<file path="config.mk">
export PLATFORM = sky130hd
export DESIGN_NAME = serial_adder
export DESIGN_NICKNAME = d
export VERILOG_FILES = /design/src/rtl/serial_adder.sv
export SDC_FILE = /design/constraint.sdc
export NUM_CORES = 1
export LEC_CHECK = 0
export BUFFER_PORTS_ARGS = -buffer_cell sky130_fd_sc_hd__buf_2
export CORE_MARGIN = 4
export CORE_UTILIZATION = 43
export CTS_CLUSTER_DIAMETER = 30
export DETAILED_ROUTE_END_ITERATION = 7
export PLACE_DENSITY_LB_ADDON = 0.25
export SYNTH_ARGS = -nofsm -noshare
export SYNTH_HDL_FRONTEND = slang
export SYNTH_SLANG_ARGS = --single-unit
</file>
<file path="constraint.sdc">
create_clock -name clk -period 1.55 [get_ports clk]
set_input_delay 0.31 -clock clk [delete_from_list [all_inputs] [get_ports clk]]
set_output_delay 0.31 -clock clk [all_outputs]
set_load 0.02 [all_outputs]
</file>
<file path="src/rtl/serial_adder.sv">
// serial_adder: bit-serial adder built from one full-adder cell and a carry
// flip-flop. Operands are captured on an accepted start, added LSB-first over
// WIDTH cycles, and the result is presented with a one-cycle done pulse.
module serial_adder #(
  parameter int unsigned WIDTH = 8
) (
  input  logic             clk,
  input  logic             rst,
  input  logic             start,
  input  logic [WIDTH-1:0] a,
  input  logic [WIDTH-1:0] b,
  output logic             busy,
  output logic             done,
  output logic [WIDTH-1:0] sum,
  output logic             cout
);

  // Counter only has to reach WIDTH-1; keep at least one bit for WIDTH=2.
  localparam int unsigned CNT_W = (WIDTH > 2) ? $clog2(WIDTH) : 1;

  typedef enum logic [1:0] {
    S_IDLE = 2'd0,
    S_RUN  = 2'd1,
    S_DONE = 2'd2
  } state_t;

  state_t             state_q, state_d;
  logic [WIDTH-1:0]   a_q, a_d;
  logic [WIDTH-1:0]   b_q, b_d;
  logic [WIDTH-1:0]   sum_q, sum_d;
  logic               carry_q, carry_d;
  logic [CNT_W-1:0]   cnt_q, cnt_d;
  logic               cout_q, cout_d;
  logic               busy_q, busy_d;
  logic               done_q, done_d;

  logic               fa_sum_c;
  logic               fa_carry_c;
  logic               last_bit_c;

  // Single full-adder cell working on the current LSBs and the stored carry.
  always_comb begin
    fa_sum_c   = a_q[0] ^ b_q[0] ^ carry_q;
    fa_carry_c = (a_q[0] & b_q[0]) | (a_q[0] & carry_q) | (b_q[0] & carry_q);
    last_bit_c = (cnt_q == CNT_W'(WIDTH - 1));
  end

  // State register.
  always_ff @(posedge clk) begin
    if (rst) begin
      state_q <= S_IDLE;
    end else begin
      state_q <= state_d;
    end
  end

  // Next-state logic: IDLE waits for start, RUN lasts WIDTH cycles, DONE one.
  always_comb begin
    state_d = state_q;
    unique case (state_q)
      S_IDLE: if (start)      state_d = S_RUN;
      S_RUN:  if (last_bit_c) state_d = S_DONE;
      S_DONE:                 state_d = S_IDLE;
      default:                state_d = S_IDLE;
    endcase
  end

  // Datapath next values; everything holds unless the state says otherwise.
  always_comb begin
    a_d     = a_q;
    b_d     = b_q;
    sum_d   = sum_q;
    carry_d = carry_q;
    cnt_d   = cnt_q;
    cout_d  = cout_q;

    unique case (state_q)
      S_IDLE: begin
        // Start is only honoured here, so operands cannot be disturbed mid-run.
        if (start) begin
          a_d     = a;
          b_d     = b;
          carry_d = 1'b0;
          cnt_d   = '0;
        end
      end
      S_RUN: begin
        // Result enters from the MSB side so bit 0 lands at the LSB after WIDTH shifts.
        sum_d   = {fa_sum_c, sum_q[WIDTH-1:1]};
        carry_d = fa_carry_c;
        a_d     = a_q >> 1;
        b_d     = b_q >> 1;
        if (last_bit_c) begin
          cout_d = fa_carry_c;
        end else begin
          cnt_d = cnt_q + CNT_W'(1);
        end
      end
      S_DONE: begin
        // Result and carry simply hold through DONE and into IDLE.
      end
      default: begin
      end
    endcase

    busy_d = (state_d != S_IDLE);
    done_d = (state_d == S_DONE);
  end

  // Datapath and status registers; reset clears all visible results.
  always_ff @(posedge clk) begin
    if (rst) begin
      a_q     <= '0;
      b_q     <= '0;
      sum_q   <= '0;
      carry_q <= 1'b0;
      cnt_q   <= '0;
      cout_q  <= 1'b0;
      busy_q  <= 1'b0;
      done_q  <= 1'b0;
    end else begin
      a_q     <= a_d;
      b_q     <= b_d;
      sum_q   <= sum_d;
      carry_q <= carry_d;
      cnt_q   <= cnt_d;
      cout_q  <= cout_d;
      busy_q  <= busy_d;
      done_q  <= done_d;
    end
  end

  assign busy = busy_q;
  assign done = done_q;
  assign sum  = sum_q;
  assign cout = cout_q;

endmodule

</file>
==> impl_metrics.csv <==
group,metric,value,unit
final_layout,nets,192,
synthesis,yosysWarnings,0,
route,first_pass_iters,4,
floorplan,die_area,0.004266,mm^2
route,dr.first_iter.drc_count,32,
place,routabilityCongestion,0.6910,
final_layout,layout_common_cells,"dfxtp_1, buf_2, nor2_1",
sta,tightestPinTransition,0.2948,ns
synthesis,synthAdderAreaFrac,0.03189,
final_layout,fillers,318,
pwr,p_clk_frac,0.323,
synthesis,synth_seq_cells,33,
critical_path,path_common_cell,"ha_1",
route,ant_nets,0,
pwr,p_per_area,1016,mW/mm^2
final_layout,diodes,0,
critical_path,arrival,1.52,ns
final_layout,syn_to_final_growth,17.45,%
synthesis,synthCells,137,
place,portBuffers,29,
cts,cts_tree,"done",
global_routing,grt_util_all_layers,0.1355,
critical_path,critPathSlowestCell,"dfxtp_1",
outcome,status,"finished, final reports clean",
synthesis,synth-seq-area-share,0.4677,
route,drcViolationCount,0,
synthesis,yosys.area_share.xor_xnor,0,
floorplan,ios,30,
sta,hold_viol_final,0,
pwr,switching_share,0.2524,
synthesis,synth_cell_types,28,
synthesis,syn_area,0.001413,mm^2
sta,whs,0.2218,ns
sta,fmax,0.7740,GHz
route,wire_per_inst,12.17,um
pwr,p_switching,0.0004254,W
pwr,total_leakage_power,0.7054,nW
cts,hold_buffers,0,
route,via_per_inst,4.953,
global_routing,grt_pass1_wl,4.471,mm
critical_path,critPathKind,"flip-flop to flip-flop",
min_path,hold_path_class,"input port to flip-flop",
sta,worst_slack,0.2579,ns
route,vias,1065,
pwr,intPower,0.001260,W
sta,fin_skew,0.004302,ns
sta,slew_viol_final,0,
pwr,p_comb_frac,0.132,
critical_path,required,1.78,ns
sta,setup_viol,0,
critical_path,end_kind,"flip-flop",
sta,setup_tns,0,ns
global_routing,grt_pass1_vias,1053,
floorplan,start_util,0.4552,
critical_path,path_cells,"ha_1, ha_1, nand2_1, a21oi_2, mux2_2",
cts,path_clk_slew,0.10,ns
sta,fin_crit_sh,0.8336,
synthesis,syn_nets,159,
critical_path,crit_family,"adder cells",
cts,cts_setup_buffers,0,
place,dp_hpwl,1.929,mm
pwr,p_seq_frac,0.544,
synthesis,muxShareOfSynthArea,0.1072,
critical_path,worstPathMaxFanout,4,
cts,htree_levels,2,
run,max_cap_violations,0,
floorplan,chipWidth,65.32,um
cts,cts_root_buf,"clkbuf_4",
cts,cts_buffers,5,
floorplan,core.rowCount,20,
floorplan,die_y,65.32,um
sta,slew_headroom,0.8035,
synthesis,synth-simple-area-share,0.1311,
global_routing,grt_max_degree,16,
synthesis,synthTopCellsByArea,"dfxtp_1, mux2i_1, a211oi_2, nor2_1, nand2_1",
critical_path,startpoint_type,"flip-flop",
cts,post_cts_resized,0,
critical_path,slowest_delay,0.33,ns
route,wirelength,2.617,mm
cts,clock_latency,0.33,ns
synthesis,synth_area_per_cell,10.31,um^2
cts,cts.sinks,33,
sta,fin_crit,1.292,ns
cts,clockBufferDepth,2,
global_routing,grt_overflow,0,
synthesis,synth-compound-area-share,0.1966,
floorplan,core_area,0.003103,mm^2
synthesis,synth_top_area_frac,0.4677,
final_layout,layout_commonest_cell,"dfxtp_1",
global_routing,antenna_found_initial,0,
pwr,ir_worst_vdd,525.6,uV
sta,rsz0062_at_grt,"no",
critical_path,worst-path-buf-inv,0,
final_layout,drive_gt1_frac,0.3450,
place,pre_cts_slack,0.2676,ns
synthesis,synth_area_leader_cell,"dfxtp_1",
synthesis,synth_top_family_by_area,"compound AO/OA/AOI/OAI gates",
==> power groups by stage <==
stage	registers, W	logic [W]	clock network (W)
after detailed placement	0.000938	0.000225	0
after CTS	0.000918	0.000226	0.000564
after global routing	0.000924	0.000250	0.000598
after floorplan	0.000937	0.000171	0
final	0.000918	0.000223	0.000545
after global placement	0.000935	0.000218	0
==> final timing paths <==
| check | from | endpoint | slack (ns) | cells past startpoint |
|---|---|---|---|---|
| max | cnt_q[0]$_SDFFE_PP0P_ | cnt_q[0]$_SDFFE_PP0P_ | 0.26 | 5 |
| min | b[7] | b_q[7]$_SDFFE_PP0P_ | 0.22 | 3 |
| max reg2reg | cnt_q[0]$_SDFFE_PP0P_ | cnt_q[0]$_SDFFE_PP0P_ | 0.26 | 5 |
| min reg2reg | sum[0]$_SDFFE_PP0P_ | sum[0]$_SDFFE_PP0P_ | 0.47 | 2 |
==> logic make-up after synthesis <==
kind of cell,Yosys count
compound gates,32
flops,33
fa+ha+maj,3
mux,15
buf+inv,11
simple gates,43
==> cells in the mapped netlist <==
| cell | count |
|---|---|
| a22o_1 | 2 |
| ha_1 | 2 |
| and2b_2 | 1 |
| and2_1 | 1 |
| dfxtp_1 | 33 |
| o21bai_1 | 1 |
| nand2b_1 | 1 |
| fa_1 | 1 |
| mux2i_1 | 14 |
| a211oi_1 | 4 |
| a211oi_2 | 10 |
| buf_12 | 1 |
| nor3b_1 | 1 |
| buf_2 | 4 |
| a21oi_2 | 1 |
| a21oi_1 | 9 |
| o21ai_0 | 1 |
| nor3_1 | 2 |
| nand3_1 | 1 |
| buf_1 | 1 |
| o21ba_4 | 1 |
| nor2_1 | 18 |
| inv_1 | 1 |
| nand2_1 | 17 |
| a22oi_1 | 3 |
| nor3_2 | 1 |
| mux2_2 | 1 |
| buf_6 | 4 |
==> final cells by class <==
type	count	area (um^2)	share of cell area
clock buffer	7	65.06	0.03922
clock inverter	1	5.005	0.003017
inverter	1	3.754	0.002262
multi-input combinational	93	659.4	0.3974
sequential	33	660.6	0.3982
tap	44	55.05	0.03318
timing repair buffer	36	210.2	0.1267
==> registers in the layout (all words and copies together) (netlist names) <==
name,flops
a_q,8
b_q,8
busy,1
carry_q,1
cnt_q,3
cout,1
done,1
state_q,2
sum,8
==> layer usage <==
metal	GRT usage	share of wire
met1	0.1553	0.44
met2	0.2301	0.50
met3	0.04103	0.044
met4	0.06218	0.020
met5	0	0
==> worst reg2reg max path, cell delays in order, from the launching register on <==
cell and delay [ns]:
dfxtp_1 0.33, ha_1 0.19, ha_1 0.22, nand2_1 0.11
a21oi_2 0.07, mux2_2 0.27
==> stage by stage <==
| stage | utilization | power [W] | cell area [um^2] | cells |
|---|---|---|---|---|
| floorplan | - | 0.001108 | 1413 | 137 |
| detailed placement | 0.5121 | 0.001163 | 1589 | 207 |
| CTS | 0.5347 | 0.001708 | 1659 | 215 |
| global route | 0.5347 | 0.001771 | 1659 | 215 |
| finish | 0.5347 | 0.001685 | 1659 | 215 |
| global placement | 0.5121 | 0.001153 | 1589 | 207 |
Note: power is estimated with default switching activity, not from simulation.
